--- config.mk ---
export PLATFORM = sky130hd
export DESIGN_NAME = mul
export DESIGN_NICKNAME = d
export VERILOG_FILES = /design/src/rtl/mul.sv
export SDC_FILE = /design/constraint.sdc
export NUM_CORES = 1
export LEC_CHECK = 0
export CAP_MARGIN = 0
export CORE_ASPECT_RATIO = 1.5
export CORE_UTILIZATION = 61
export DETAILED_ROUTE_END_ITERATION = 6
export PLACE_DENSITY = 0.84
export SLEW_MARGIN = 40
export SYNTH_ARGS = -nofsm -noshare
export SYNTH_HDL_FRONTEND = slang
export SYNTH_SLANG_ARGS = --single-unit
--- constraint.sdc ---
create_clock -name clock -period 6.45 [get_ports clock]
set_input_delay 1.29 -clock clock [delete_from_list [all_inputs] [get_ports clock]]
set_output_delay 1.29 -clock clock [all_outputs]
set_load 0.1 [all_outputs]
--- src/rtl/mul.sv ---
// mul: free-running sequential shift-add multiplier.
//   Every 10 clock cycles: one LOAD edge captures the operands, eight CALC
//   edges shift-add into a 2*WIDTH accumulator, and one DONE edge
//   publishes the result with a one-cycle done pulse.
// Ports:
//   clock        - single clock, rising edge
//   reset        - asynchronous active-high reset
//   multiplier   - unsigned operand A, sampled only on the LOAD edge
//   multiplicand - unsigned operand B, sampled only on the LOAD edge
//   result       - registered low WIDTH bits of A*B (saturated, see below)
//   done         - one-cycle pulse after each result update
//   overflow     - registered flag, product does not fit in WIDTH bits
// Config macro:
//   MUL_SATURATE_EN - when defined, result is all-ones on overflow instead
//                     of wrapping; overflow behaves the same either way.
module mul #(
  parameter int WIDTH = 8
) (
  input  logic             clock,
  input  logic             reset,
  input  logic [WIDTH-1:0] multiplier,
  input  logic [WIDTH-1:0] multiplicand,
  output logic [WIDTH-1:0] result,
  output logic             done,
  output logic             overflow
);

  localparam int CW = $clog2(WIDTH + 1);

  typedef enum logic [1:0] {LOAD, CALC, DONE} state_t;

  state_t             state, state_nxt;
  logic [WIDTH-1:0]   mplier;
  logic [2*WIDTH-1:0] mcand;
  logic [2*WIDTH-1:0] acc;
  logic [CW-1:0]      cnt;
  logic               last;
  logic               ovf_nxt;
  logic [WIDTH-1:0]   res_nxt;

  // cnt still holds the pre-increment value on the final CALC edge
  assign last    = (cnt == CW'(WIDTH - 1));
  assign ovf_nxt = |acc[2*WIDTH-1:WIDTH];

`ifdef MUL_SATURATE_EN
  assign res_nxt = ovf_nxt ? '1 : acc[WIDTH-1:0];
`else
  assign res_nxt = acc[WIDTH-1:0];
`endif

  always_ff @(posedge clock or posedge reset) begin
    if (reset) state <= LOAD;
    else       state <= state_nxt;
  end

  always_comb begin
    state_nxt = state;
    case (state)
      LOAD:    state_nxt = CALC;
      CALC:    if (last) state_nxt = DONE;
      DONE:    state_nxt = LOAD;
      default: state_nxt = LOAD;
    endcase
  end

  always_ff @(posedge clock or posedge reset) begin
    if (reset) begin
      mplier   <= '0;
      mcand    <= '0;
      acc      <= '0;
      cnt      <= '0;
      result   <= '0;
      done     <= 1'b0;
      overflow <= 1'b0;
    end else begin
      done <= 1'b0;
      case (state)
        LOAD: begin
          mplier <= multiplier;
          mcand  <= {{WIDTH{1'b0}}, multiplicand};
          acc    <= '0;
          cnt    <= '0;
        end
        CALC: begin
          if (mplier[0]) acc <= acc + mcand;
          mcand  <= mcand << 1;
          mplier <= mplier >> 1;
          cnt    <= cnt + CW'(1);
        end
        DONE: begin
          result   <= res_nxt;
          overflow <= ovf_nxt;
          done     <= 1'b1;
        end
        default: ;
      endcase
    end
  end

endmodule

Word-level counts from Yosys, hierarchy flattened
Cells that the tools add are included.
- output and inout bits: 10
- input bits: 18
- logic and storage cells: 27
- bits in registers: 56
- mux-type cells: 8
- equal/unequal tests: 5
- $add $sub $neg: 2
- reductions and logical operators: 4
- operators with widths (cell ; number):
    16-bit case mux with 2 select lines ; 2
    16-bit adder ; 1
    16-bit two-way mux ; 1
    8-bit case mux with 2 select lines ; 1
    4-bit case mux with 2 select lines ; 1
    8-bit OR reduction ; 1
    4-bit by 1-bit adder with 4-bit output (second input constant) ; 1
    4-bit by 3-bit == test with 1-bit output (second input constant) ; 1
    2-bit != test (second input constant) ; 2
    2-bit case mux with 2 select lines ; 1
    2-bit by 1-bit == test with 1-bit output (second input constant) ; 1
    2-bit == test (second input constant) ; 1
    2-bit zero test ; 1
    2-bit two-way mux ; 1
    2-bit AND reduction ; 1
    2-bit nonzero test ; 1
    1-bit two-way mux ; 1

Logic depth before layout (Yosys ltp)
Gate-level depths: netlist (run 1).
- depth in word-level cells: 3
- mapped depth: 10

Least setup slack after synthesis (run 1)
No wires, ideal clock.
- path kind: register to output
- start: register overflow
- end: output port overflow
- setup slack: 4262 ps
- data arrival time: 898 ps
- cell stages (with the launch flop): 1
- cell sequence: dfrtp_1
- RTL lines (item ; line ; text):
    from (decl) ; 25 ; output logic overflow
    from (signal assigned) ; 92 ; overflow <= ovf_nxt;
No word-level cell between the ends.

Worst setup path after layout (run 1)
- start: register result[2]
- end: output port result[2]
- RTL lines (item ; line ; text):
    from (decl) ; 23 ; output logic [WIDTH-1:0] result,
    from (signal assigned) ; 91 ; result <= res_nxt;
No word-level cell between the ends.

==> results.cfg, run 1 <==
[cells_and_area]
final_cell_mix = dfrtp_1 (55), nand2_1 (37), o21ai_0 (24)
fill_cells = 353
final_common_cell = dfrtp_1
num_antenna_cells = 0
regArea_um2 = 1400
multi_input_area_um2 = 1460
finish.instance_area_um2 = 3340
syn2layout_area_growth_pct = 13.8
drive_gt1_frac = 0.0909
final_nets = 342
finalNonFillerCells = 372

[sta]
setup_viol_count_final = 0
fin_crit_ps = 2410
slew_viol_final = 0
fmax_mhz = 416
fin_skew_ps = 6.04
worst_slew_pin_slew_ps = 662
hold-worst-slack_ps = 486
relSlewSlack = 0.559
rsz0062_at_grt = false
tns_ps = 0
period_share = 0.373
hold_viol = 0

[clock_network]
post-cts-setup-buffer-count = 0
cts_root_buf = clkbuf_8
cts_max_level = 2
cts_tree = built
cts_buffer_depth = 2
cts_resized = 0
ctsHoldBuffers = 0
insertion_delay_ps = 310
clk_pin_slew_ps = 90
cts_inserted_buffers = 5
cts.sinks = 56

[synth]
syn_inst = 283
yosys_warnings = 0
synth_ff_type = dfrtp_1
synth.ff_latch_count = 56
synth.distinct_cells = 37
syn_nets = 318
synth_area_per_cell_um2 = 10.4
async_flop_share = 1.00
synth_edf_count = 0
post_synth_instance_area_um2 = 2940
yosysSeqAreaShare = 0.477

[worst_hold_path]
min_path_type = flip-flop to flip-flop

[detailed_routing]
routed-via-count = 2139
vias_per_cell = 5.75
drtIter0Drc = 72
antenna_left = 0
wl_per_cell_um = 15.3
drc = 0
firstDrtPassIters = 4
routed_wl_um = 5690

[placed_design]
port_buffers = 27
gp_congestion = 0.839
dp_hpwl_um = 4110
place_inst = 364
placed_cell_area_um2 = 3200

[global_routing]
grt_overflow = 0
grtUsageTotal = 0.257
antenna_found_initial = 0
grt_pass1_wl_um = 9860
grt_pass1_vias = 2139
grt_max_degree = 57

[floorplan]
start_util = 0.641
fp.dieW_um = 58.6
fp-row-count = 30
core_area_um2 = 4580
die_h_um = 87.0
ios = 28
fp.dieArea_um2 = 5100

[worst_setup_path]
cp.arrival_ps = 1120
critPathBufInv = 1
r2r-start = acc[0]
rr_worst_depth = 10
reg2reg_to = acc[14]
endpoint = result[2]
crit_cells = 1
critPathMaxFanout = 2
cp-startpoint = result[2]
critPathTopFamily = buffers and inverters
critPathKind = flip-flop to output port
cp_cell_sequence = buf_2
critPathLaunchType = flip-flop
cp_slowest_stage_delay_ps = 430
crit_slowest_cell = buf_2
r2r_slack_ps = 4070
cp.required_ps = 5160
endpoint_kind = output port

[power_and_ir_drop]
irDropWorstVdd_uv = 203
p_leak_nw = 1.57
p_per_area_nw_per_um2 = 331

[run]
maxCapViolCount = 0

[outcome]
status = complete, no violations
state kept, by name, indices dropped and copies added, names as in the netlist:
name and count:
mcand 16, overflow 1, done 1, acc 16
state 2, mplier 8, cnt 4, result 8
metrics by stage:
step | worst slack, ps | power (W) | utilization
floorplan | 3790 | 0.000761 | -
global placement | 3710 | 0.000841 | 0.709
detailed placement | 3860 | 0.000841 | 0.700
CTS | 3810 | 0.00111 | 0.729
global route | 3860 | 0.00116 | 0.729
finish | 4040 | 0.00111 | 0.729
final cells by class:
class | instances | area share
multi-input combinational | 207 | 0.437
sequential | 56 | 0.420
timing repair buffer | 28 | 0.0682
tap | 64 | 0.0240
clock buffer | 6 | 0.0217
clock inverter | 2 | 0.0180
inverter | 9 | 0.0109
synth_stat cells, drive strengths merged (2+ instances only):
master   n  share of area
ha      16          0.068
a22o    11          0.033
nand3    4         0.0068
inv      9          0.012
nor3     4         0.0068
nor2b    5          0.011
nor2     7         0.0090
nor4     2         0.0043
a21o    13          0.033
and3     4         0.0085
xnor2    9          0.027
mux2     8          0.031
a21oi   11          0.020
dfrtp   56           0.48
mux2i   14          0.048
o21ai   39          0.066
xor2     4          0.012
nand2b   2         0.0043
buf      3         0.0051
a31o     2         0.0060
a211oi   3         0.0094
nand2   37          0.047
clkbuf   8          0.010
a31oi    3         0.0064
power breakdown:
| group | internal, W | total, W | switching, W | leakage, nW |
|---|---|---|---|---|
| registers | 0.000400 | 0.000442 | 0.0000414 | 0.716 |
| logic | 0.000143 | 0.000397 | 0.000254 | 0.792 |
| clock network | 0.000155 | 0.000267 | 0.000112 | 0.0654 |
| total | 0.000698 | 0.00111 | 0.000408 | 1.57 |
logic make-up (layout without fill, tap and decap cells):
| logic type | after synthesis | after routing | synth area share |
|---|---|---|---|
| adder cells (fa/ha/maj) | 17 | 17 | 0.0750 |
| AND/OR/NAND/NOR | 66 | 66 | 0.0997 |
| XOR/XNOR | 13 | 13 | 0.0388 |
| multiplexers | 22 | 22 | 0.0784 |
| AO/OA/AOI/OAI | 89 | 89 | 0.204 |
| flip-flops | 56 | 56 | 0.477 |
| buffers and inverters | 20 | 45 | 0.0269 |
worst min-delay path by stage:
stage / from / endpoint / slack (ps) / cells after the start
after floorplan: mplier[5] / mplier[5] / 450 / 2
after global placement: result[4] / result[4] / 470 / 1
after detailed placement: result[6] / result[6] / 470 / 1
after CTS: result[6] / result[6] / 490 / 1
after global routing: result[0] / result[0] / 510 / 1
final: result[5] / result[5] / 490 / 1
metal layers:
metal,share of wire,vias up,GRT usage,routed length (µm)
li1,-,1058,-,-
met1,0.44,1033,0.325,2510
met2,0.52,41,0.439,2950
met3,0.024,7,0.0416,135
met4,0.018,0,0.0952,101
met5,0,-,0,0
Note: power is estimated with default switching activity, not from simulation.
==> inputs of run 2 (changes only) <==
CORE_UTILIZATION = 57   (was 61)
PLACE_DENSITY = 0.79   (was 0.84)
clock period = 2.45 ns   (was 6.45 ns; I/O delays follow)
==> run 2 against run 1 <==
Die area increased by 6.8%. Critical path depth is 9 higher. Critical path type is now flip-flop to flip-flop. Sequential power increased to 2.6 times the previous value. Critical endpoint is now acc[14].
==> results.cfg, run 2 (synthesized netlist as in run 1, its figures left out) <==
[outcome]
status = complete, no violations

[cells_and_area]
reg.largest.list = acc: 16 flops, mcand: 16 flops
final_common_cell = dfrtp_1
final_nets = 347
finalNonFillerCells = 379
fill_cells = 405
regArea_um2 = 1400
post-route-util = 0.687
final_cell_mix = dfrtp_1 (56), nand2_1 (37), o21ai_0 (24)
syn2layout_area_growth_pct = 14.3
drive_gt1_frac = 0.0990
multi_input_area_um2 = 1460
num_antenna_cells = 0

[detailed_routing]
antenna_left = 0
routed-via-count = 2162
firstDrtPassIters = 4
wl_per_cell_um = 14.5
drc = 0
vias_per_cell = 5.70
drtIter0Drc = 52
routed_wl_um = 5510

[clock_network]
cts_resized = 0
ctsHoldBuffers = 0
post-cts-setup-buffer-count = 0
clk_pin_slew_ps = 90
cts_tree = built
cts_root_buf = clkbuf_8
cts_max_level = 2
cts_inserted_buffers = 5
insertion_delay_ps = 310
cts.sinks = 56
cts_buffer_depth = 2

[worst_setup_path]
critPathMaxFanout = 3
cp.required_ps = 2630
critPathBufInv = 1
crit_slowest_cell = fa_1
cp_slowest_stage_delay_ps = 400
critPathKind = flip-flop to flip-flop
cp_cell_sequence = ha_1 -> inv_1 -> fa_1 -> nor2b_1 -> o2111a_1 -> or2_1 -> a211oi_2 -> a31oi_1 -> xnor2_1 -> o21ai_1
critPathLaunchType = flip-flop
critPathTopFamily = adder cells
cp.arrival_ps = 2410
endpoint_kind = flip-flop

[global_routing]
grt_overflow = 0
grt_pass1_vias = 2157
grt_max_degree = 34
grt_pass1_wl_um = 9600
grtUsageTotal = 0.233
antenna_found_initial = 0

[floorplan]
start_util = 0.601
fp.dieW_um = 60.6
die_h_um = 89.9
fp-row-count = 31
fp.dieArea_um2 = 5450
core_area_um2 = 4890
ios = 28

[run]
maxCapViolCount = 0

[sta]
period_share = 0.913
hold_viol = 0
rsz0062_at_grt = false
worst_slew_pin_slew_ps = 571
tns_ps = 0
slew_viol_final = 0
fmax_mhz = 447
hold-worst-slack_ps = 485
relSlewSlack = 0.619
fin_crit_ps = 2240
setup_viol_count_final = 0
fin_skew_ps = 7.17

[power_and_ir_drop]
p_per_area_nw_per_um2 = 814
irDropWorstVdd_uv = 555
p_leak_nw = 1.59

[placed_design]
place_inst = 371
port_buffers = 27
dp_hpwl_um = 4080
gp_congestion = 0.878

[worst_hold_path]
min_path_type = flip-flop to flip-flop
-- run 2: area by class of cell --
| class | count | share of cell area |
|---|---|---|
| Timing Repair Buffer | 33 | 0.0865 |
| Multi-Input combinational cell | 207 | 0.434 |
| Inverter | 9 | 0.0101 |
| Sequential cell | 56 | 0.418 |
| Clock inverter | 2 | 0.00298 |
| Tap cell | 66 | 0.0246 |
| Clock buffer | 6 | 0.0246 |
-- run 2: report_power, final --
part,leakage (nW),switching (W),internal [W]
Clock,0.0510,0.000282,0.000226
Sequential,0.717,0.000105,0.00105
Combinational,0.820,0.000666,0.000398
Total,1.59,0.00105,0.00168
-- run 2: through the flow --
step	total power [W]	setup slack [ps]	instance area (µm²)
after CTS	0.00275	205	3360
after global routing	0.00290	85.9	3360
after detailed placement	0.00224	251	3260
after floorplan	0.00200	385	2940
final	0.00273	213	3360
after global placement	0.00222	304	3260
-- run 2: final timing paths --
kind,start,to,slack (ps),cells after the start
worst max-delay path,mcand[0],acc[14],210,10
worst min-delay path,cnt[3],state[1],490,1
worst max register to register,mcand[0],acc[14],210,10
worst min register to register,cnt[3],state[1],490,1
max in group asynchronous,reset,mplier[6],1580,3
min in group asynchronous,reset,mcand[15],530,3
-- run 2: worst register-to-register path, delay by kind of cell (launching register included) --
kind	cells	cell delay [ps]
flops	1	390
fa+ha+maj	2	630
buf+inv	1	70
simple gates	2	320
compound gates	4	560
xor+xnor	1	140
-- run 2: per-layer routing --
metal  up-vias  GRT usage  part of all wire  wire length (µm)
li1       1073          -                 -                 -
met1      1040      0.308              0.44              2430
met2        39      0.376              0.51              2810
met3        10     0.0403             0.024               133
met4         0     0.0814             0.025               137
met5         -          0                 0                 0
==> inputs of run 3 (changes only) <==
ABC_AREA = 1   (was unset)
CAP_MARGIN = unset   (was 0)
CORE_UTILIZATION = 58   (was 57)
PLACE_DENSITY = 0.8   (was 0.79)
==> run 3 against run 2 <==
Sequential cell count unchanged. Critical path depth decreased by 6. First-iteration DRC count increased by 140%. Non-clock buffer count decreased by 5. Global-route usage increased by 2.7 points. Area after synthesis increased by 7.9%. Via count increased by 23%. Cell area increased by 6.1%. Hold slack improved by 7.3 ps.
==> results.cfg, run 3 <==
[outcome]
status = complete, no violations

[sta]
rsz0062_at_grt = false
relSlewSlack = 0.520
fin_crit_ps = 1860
hold_viol = 0
worst_slew_pin_slew_ps = 721
fin_skew_ps = 2.85
fmax_mhz = 537
hold-worst-slack_ps = 492
period_share = 0.760
tns_ps = 0
slew_viol_final = 0
setup_viol_count_final = 0

[detailed_routing]
drtIter0Drc = 126
routed_wl_um = 6540
drc = 0
antenna_left = 0
wl_per_cell_um = 12.8
vias_per_cell = 5.21
routed-via-count = 2664
firstDrtPassIters = 4

[worst_hold_path]
hold_end = result[2]
min_path_type = flip-flop to flip-flop
whs_path_depth = 2
hold_start = result[2]

[global_routing]
grtUsageTotal = 0.260
grtUsageMet1 = 0.310
busiest_layer = met2
grt_use_met3 = 0.0296
grt_pass1_vias = 2611
grt_overflow = 0
antenna_found_initial = 0
grt_max_degree = 37
grt_use_met2 = 0.471
grt_pass1_wl_um = 11800

[worst_setup_path]
cp.required_ps = 2650
cp.arrival_ps = 2070
r2r_slack_ps = 590
endpoint_kind = flip-flop
critPathLaunchType = flip-flop
reg2reg_to = acc[1]
critPathKind = flip-flop to flip-flop
r2r-start = state[1]
rr_worst_depth = 4
critPathMaxFanout = 19

[clock_network]
insertion_delay_ps = 320
cts_resized = 0
clk_pin_slew_ps = 100
ctsHoldBuffers = 0
cts_buffer_depth = 2
cts_tree = built
cts_inserted_buffers = 5
cts_max_level = 2
cts.sinks = 56
cts_root_buf = clkbuf_8
post-cts-setup-buffer-count = 0

[cells_and_area]
final_common_cell = nand2_1
post-route-util = 0.684
num_antenna_cells = 0
drive_gt1_frac = 0.0700
fill_cells = 447
finalNonFillerCells = 511
final_nets = 477
syn2layout_area_growth_pct = 12.4
regArea_um2 = 1400
reg.largest.list = acc: 16 flops, mcand: 16 flops
finish.instance_area_um2 = 3560
multi_input_area_um2 = 1430
final_cell_mix = nand2_1 (152), inv_1 (63), dfrtp_1 (56)

[synth]
synth_common_cells = nand2_1 (152), inv_1 (64), dfrtp_1 (56)
synth_most_common_cell = nand2_1
syn_nets = 450
yosys_warnings = 0
post_synth_instance_area_um2 = 3170
synth_ff_type = dfrtp_1
syn_inst = 415
yosysSeqAreaShare = 0.443
yosys.area.top_type = dfrtp_1
synth_area_per_cell_um2 = 7.63
synth_top_cell_area_share = 0.443
async_flop_share = 1.00
synth.ff_latch_count = 56
synth_edf_count = 0
synth_area_leaders = dfrtp_1 (44%), nand2_1 (18%), inv_1 (7.6%), ha_1 (6.3%), nand3_1 (4.7%)
synth.distinct_cells = 33

[placed_design]
gp_congestion = 0.827
place_inst = 503
dp_hpwl_um = 4940
port_buffers = 27
placed_cell_area_um2 = 3450

[floorplan]
fp.dieArea_um2 = 5770
fp-row-count = 32
start_util = 0.608
core_area_um2 = 5200
ios = 28
die_h_um = 92.5
fp.dieW_um = 62.3

[power_and_ir_drop]
p_per_area_nw_per_um2 = 774
irDropWorstVdd_uv = 468
p_leak_nw = 1.94

[run]
maxCapViolCount = 0
run 3: cell count changes after synthesis, moves of 7 or more:
cell	change
nor2_1	+7
a21o_1	-13
inv_1	+55
o21ai_1	-7
o21ai_0	-9
o22ai_1	+8
xnor2_1	-8
a22o_1	-10
nand2_1	+115
nand3_1	+26
mux2i_1	-14
run 3: worst max path at each step:
stage               slack, ps  cells after the start      to  startpoint
floorplan                 590                      1  acc[0]       reset
global placement          650                      4  acc[3]    state[1]
detailed placement        600                      4  acc[1]    state[1]
CTS                       590                      4  acc[1]    state[1]
global route              420                      4  acc[7]    state[1]
finish                    590                      4  acc[1]    state[1]
run 3: where the power goes:
part,internal (W),switching [W]
Clock,0.000309,0.000312
Combinational,0.000323,0.000676
Sequential,0.00104,0.0000934
Total,0.00167,0.00108
run 3: cell families after synthesis:
kind of cell | after synthesis | share of synthesized area
flip-flops | 56 | 0.443
XOR/XNOR | 2 | 0.00553
buffers and inverters | 77 | 0.105
AO/OA/AOI/OAI | 50 | 0.0909
adder cells (fa/ha/maj) | 17 | 0.0695
AND/OR/NAND/NOR | 213 | 0.286
run 3: layer usage:
metal,part of all wire,vias up
li1,-,1356
met1,0.44,1256
met2,0.52,43
met3,0.020,9
met4,0.015,0
met5,0,-
run 3: critical path, stage by stage (launching register included):
cell and delay, ps:
dfrtp_1 660, nor2_2 670, nor2_4 170, inv_4 160, o22ai_1 90
run 3: final cells by class:
| class | instances | share of cell area |
|---|---|---|
| multi-input combinational | 282 | 0.402 |
| clock inverter | 2 | 0.0109 |
| timing repair buffer | 28 | 0.0745 |
| tap | 68 | 0.0239 |
| inverter | 69 | 0.0742 |
| sequential | 56 | 0.394 |
| clock buffer | 6 | 0.0204 |
run 3: per-stage QoR:
stage | power (W) | worst slack (ps)
2_1_floorplan | 0.00190 | 589
5_1_grt | 0.00293 | 418
4_1_cts | 0.00276 | 591
3_3_place_gp | 0.00211 | 651
3_5_place_dp | 0.00214 | 604
6_report | 0.00276 | 587
==> variant 1 (flow settings as in run 2) <==
Add an input register stage for `multiplier` and `multiplicand`, without a reset; this delays them by one clock.
--- a/src/rtl/mul.sv
+++ b/src/rtl/mul.sv
@@ -30,2 +30,10 @@
   typedef enum logic [1:0] {LOAD, CALC, DONE} state_t;
+
+  logic [WIDTH-1:0] multiplier_q;
+  logic [WIDTH-1:0] multiplicand_q;
+
+  always_ff @(posedge clock) begin
+    multiplier_q   <= multiplier;
+    multiplicand_q <= multiplicand;
+  end
 
@@ -78,4 +86,4 @@
         LOAD: begin
-          mplier <= multiplier;
-          mcand  <= {{WIDTH{1'b0}}, multiplicand};
+          mplier <= multiplier_q;
+          mcand  <= {{WIDTH{1'b0}}, multiplicand_q};
           acc    <= '0;
Check against the original RTL: no difference found for any inputs over 10 cycles, from zero or initial values and one cycle with reset high; that may be too few to reach the edited logic, so the function may still have changed.
==> variant 1 against run 2 <==
  * Cell count grew 15%
  * Total power grew 21%
  * Worst hold slack lost 0.026 ns
  * Sequential cell count grew 16
  * Synthesized cell count grew 16%
  * Worst setup slack gained 0.048 ns
  * Synthesized area grew 15%
  * Cell area grew 15%
  * Routed wire length grew 16%
  * Die area grew 14%
  * Critical endpoint is now acc[8]
  * Largest cell class is now sequential cells
==> variant 1: results (changes against run 2) <==
| Metric | Value |
|---|---|
| Multiplexer area fraction after synthesis | `7.38% (was 7.84%)` |
| Static Leakage | `0.00169 uW (was 0.00159 uW)` |
| Layout cells sized above 1 | `12.6% (was 9.90%)` |
| End of the worst hold path | `mplier[7] (was state[1])` |
| Run status | `finished, final reports clean (unchanged)` |
| Clk_skew | `0.0131 ns (was 0.00717 ns)` |
| Worst-path clk slew | `0.07 ns (was 0.09 ns)` |
| Final wirelength | `6390 um (was 5510 um)` |
| Worst R2R Path Depth | `9 (was 10)` |
| Fin nets | `394 (was 347)` |
| Reg-to-reg critical path endpoint | `acc[8] (was acc[14])` |
| Dpl cells | `420 (was 371)` |
| Async set-reset flop share out of synthesis | `77.8% (was 100%)` |
| Mapped Avg Cell Area | `10.2 sq um (was 10.4 sq um)` |
| Num CTS Buffers | `9 (was 5)` |
| Adder-Cell Fraction of Synth Area | `6.53% (was 7.50%)` |
| Worst r2r src | `mcand[0] (unchanged)` |
| CP Data Arrival Time | `2.43 ns (was 2.41 ns)` |
| Largest cells by area after synthesis | `dfrtp_1, dfxtp_1, nand2_1 (was dfrtp_1, ha_1, mux2i_1)` |
| Post-Synth XOR/XNOR Area | `2.34% (was 3.88%)` |
| Post-synth top cells | `dfrtp_1, nand2_1, o21ai_0 (unchanged)` |
| Synthesized Nets | `364 (was 318)` |
| Crit path max fanout | `4 (was 3)` |
| Final hold viol count | `0 (unchanged)` |
| Total GRT Usage | `23.3% (about the same)` |
| Vias in the first global route | `2525 (was 2157)` |
| Post-synth cell types | `45 (was 37)` |
| R2R setup slack | `0.26 ns (was 0.21 ns)` |
| First-pass GRT wire length | `10900 um (was 9600 um)` |
| Cell Count, Final, Fillers Out | `436 (was 379)` |
| DRT iter0 DRCs | `115 (was 52)` |
| H-tree Lvls | `3 (was 2)` |
| Post-DR vias/cell | `5.74 (was 5.70)` |
| Clk Latency, worst-skew pair | `0.35 ns (was 0.31 ns)` |
| Gp weighted congestion | `0.895 (was 0.878)` |
-- variant 1: cell types whose count changed in the layout (fill, tap and decap cells not counted), sizes merged, moves of 3 or more --
cell,delta
a21o,-7
a21oi,+4
a22o,-3
and3,-4
clkbuf,+5
dfxtp,+16
mux2i,+3
nand2,+19
nand3,+6
nor2,+3
nor2b,-3
o21ai,+3
or3,+3
xnor2,-3
-- variant 1: report_power, final --
| part | leakage, uW | total [uW] | internal (uW) | switching [uW] |
|---|---|---|---|---|
| combinational | 0.000751 | 1040 | 367 | 674 |
| sequential | 0.000852 | 1440 | 1330 | 112 |
| clock | 0.0000895 | 833 | 393 | 440 |
-- variant 1: timing repair --
action / in CTS / in global routing
setup buffers: 0 / 0
resized for setup: 0 / 1
setup endpoints to repair: 0 / 1
-- variant 1: worst max-delay path by stage --
stage / startpoint / to / slack, ns / depth (start not counted)
after floorplan: mcand[0] / acc[8] / 0.45 / 9
after global placement: mcand[0] / acc[8] / 0.27 / 9
after detailed placement: mcand[0] / acc[8] / 0.21 / 9
after CTS: mcand[0] / acc[8] / 0.19 / 9
after global routing: mcand[0] / acc[8] / 0.08 / 9
final: mcand[0] / acc[8] / 0.26 / 9
-- variant 1: logic make-up (layout without fill, tap and decap cells) --
logic type	after synthesis	in the layout
mux	24	24
fa+ha+maj	17	17
buf+inv	23	58
compound gates	88	88
simple gates	96	96
xor+xnor	9	9
flops	72	72
-- variant 1: final cells by class --
type                       count  area, sq um
fill                         450         1880
sequential                    72         1720
multi-input combinational    234         1550
timing repair buffer          34          298
clock buffer                  11          141
tap                           72         90.1
clock inverter                 5         31.3
inverter                       8         30.0
-- variant 1: layer usage --
| metal | share of wire (%) | up-vias | track usage [%] |
|---|---|---|---|
| met3 | 4.2 | 18 | 5.45 |
| met1 | 41 | 1198 | 25.5 |
| met4 | 2.8 | 0 | 13.3 |
| met5 | 0 | - | 0 |
| li1 | - | 1221 | - |
| met2 | 52 | 65 | 41.0 |
-- variant 1: worst register-to-register path: cells and delay by family, from the launching register on --
kind | cells | cell delay (ns)
AO/OA/AOI/OAI | 5 | 0.92
buffers and inverters | 1 | 0.05
flip-flops | 1 | 0.38
AND/OR/NAND/NOR | 1 | 0.16
adder cells (fa/ha/maj) | 2 | 0.57
-- variant 1: through the flow --
stage          util [%]  worst slack [ns]  area, sq um  hold WS (ns)
3_5_place_dp       64.1             0.205         3680         0.440
3_3_place_gp       64.1             0.274         3680         0.438
2_1_floorplan         -             0.453         3370         0.423
4_1_cts            67.1             0.187         3850         0.461
6_report           67.2             0.261         3860         0.459
5_1_grt            67.2            0.0822         3860         0.468
==> variant 2 (settings of run 2) <==
Made on the original files. Add a define of `MUL_SATURATE_EN`.
--- a/src/rtl/mul.sv
+++ b/src/rtl/mul.sv
@@ -15,2 +15,4 @@
 //                     of wrapping; overflow behaves the same either way.
+`define MUL_SATURATE_EN
+
 module mul #(
Formal check against the unedited RTL: no difference found for any inputs over 10 cycles, from zero or initial values and one cycle with reset high; that may be too few to reach the edited logic, so the function may still have changed.
==> variant 2 against run 2 <==
  * Synthesized area fell by 0.64%
  * Total power grew 1.7%
  * Via count rose by 0.14%
  * Critical endpoint is now acc[10]
  * Cell area grew 1.1%
  * Clock skew grew 0.0057 ns
  * Count of clock-buffer cells in the layout grew 1
  * Worst setup slack lost 0.049 ns
  * Sequential cell count unchanged
  * Routed wire length is 4.3% higher
  * Core utilization up 0.74 points
==> variant 2: results (changes against run 2) <==
| Metric | Value |
|---|---|
| Share of the yosys chip area belonging to registers | `48.0% (was 47.7%)` |
| Detailed-route DRC error count | `0 (unchanged)` |
| Largest regs | `acc x16, mcand x16 (unchanged)` |
| Worst slew pin tran | `0.571 ns (about the same)` |
| Worst-path clk slew | `0.10 ns` |
| Post-DP HPWL | `4230 um (was 4080 um)` |
| R2R setup slack | `0.16 ns (was 0.21 ns)` |
| Initial antenna violation count | `0 (unchanged)` |
| Clock root buffer | `clkbuf_8 (unchanged)` |
| Async set-reset flop share out of synthesis | `100% (unchanged)` |
| Run status | `finished, final reports clean (unchanged)` |
| Reg-to-reg critical path endpoint | `acc[10] (was acc[14])` |
| Total GRT Usage | `23.7% (was 23.3%)` |
| Vias in the first global route | `2097 (was 2157)` |
| DRT iter0 DRCs | `61 (was 52)` |
| Static Leakage | `0.00154 uW (was 0.00159 uW)` |
| Final hold viol count | `0 (unchanged)` |
| Largest cells by area after synthesis | `dfrtp_1, ha_1, mux2i_1 (unchanged)` |
| Fin nets | `348 (was 347)` |
| Layout cells sized above 1 | `9.55% (was 9.90%)` |
| Hold path start | `cnt[3] (unchanged)` |
| YS warnings | `0 (unchanged)` |
| Max stage delay cell, worst path | `dfrtp_1 (was fa_1)` |
| Worst R2R Path Depth | `10 (unchanged)` |
| Clk_skew | `0.0128 ns (was 0.00717 ns)` |
| Gp weighted congestion | `0.923 (was 0.878)` |
| IO Port Bufs | `27 (unchanged)` |
| Post-synth top cells | `dfrtp_1, nand2_1, o21ai_0 (unchanged)` |
| First-pass GRT wire length | `9480 um (was 9600 um)` |
| Sw Ratio | `35.7% (was 38.6%)` |
| CP Data Arrival Time | `2.48 ns (was 2.41 ns)` |
| Largest net degree at the start of global routing | `35 (was 34)` |
| Setup Buffers After CTS | `0 (unchanged)` |
| DR vias | `2165 (was 2162)` |
| Peak supply drop | `423 uV (was 555 uV)` |
| Final wirelength | `5750 um (was 5510 um)` |
==> variant 2: cell types whose count changed after synthesis, moves of 2 or more <==
cell	before	now
o21ai_1	15	11
o22a_1	0	8
o21ai_0	24	28
mux2_2	2	0
mux2_1	6	0
==> variant 2: area by class of cell <==
| type | instances | area [sq um] |
|---|---|---|
| flip-flops and latches | 56 | 1400 |
| multi-input cells | 207 | 1440 |
| repair buffers | 34 | 310 |
| clock inverters | 1 | 30.0 |
| well taps | 66 | 82.6 |
| clock buffers | 7 | 96.3 |
| inverters | 9 | 33.8 |
| fillers | 404 | 1500 |
==> variant 2: power groups by stage <==
stage          registers [uW]  logic, uW  clock network (uW)
6_report                 1150        972                 654
5_1_grt                  1170       1070                 704
4_1_cts                  1150        970                 667
3_5_place_dp             1160        961                   0
3_3_place_gp             1160        946                   0
2_1_floorplan            1300        608                   0
==> variant 2: worst max-delay path: cells and delay by family, from the launching register on <==
kind	cells	cell delay (ns)
DFF	1	0.41
adders and majority gates	2	0.43
buffers and inverters	1	0.08
xor gates and xnor gates	1	0.21
AOI/OAI and AO/OA	4	0.69
and+or+nand+nor	2	0.34
==> variant 2: kinds of logic after synthesis <==
group,count (synthesis),share of synthesized area (%)
AOI/OAI and AO/OA,97,23.0
and+or+nand+nor,66,10.1
DFF,56,48.0
buffers and inverters,20,2.66
adders and majority gates,17,7.55
muxes,14,4.80
xor gates and xnor gates,13,3.90
==> variant 2: metal layers <==
| layer | GRT usage (%) | wire length, um | up-vias |
|---|---|---|---|
| met1 | 30.4 | 2570 | 1048 |
| met2 | 39.5 | 2920 | 29 |
| li1 | - | - | 1079 |
| met3 | 5.16 | 144 | 9 |
| met4 | 7.61 | 110 | 0 |
| met5 | 0 | 0 | - |
==> variant 2: metrics by stage <==
stage	setup WS [ns]	hold WS (ns)	area [sq um]	std cells
final	0.164	0.491	3390	380
after global placement	0.302	0.465	3270	372
after detailed placement	0.266	0.477	3270	372
after CTS	0.178	0.496	3390	380
after floorplan	0.385	0.450	2920	283
after global routing	0.0270	0.518	3390	380
==> variant 2: worst max path at each step <==
stage | slack, ns | end | depth (start not counted) | start
2_1_floorplan | 0.38 | acc[15] | 8 | mcand[8]
3_3_place_gp | 0.30 | acc[14] | 10 | mcand[0]
3_5_place_dp | 0.27 | acc[14] | 10 | mcand[0]
4_1_cts | 0.18 | acc[10] | 10 | mcand[0]
5_1_grt | 0.03 | acc[10] | 10 | mcand[0]
6_report | 0.16 | acc[10] | 10 | mcand[0]
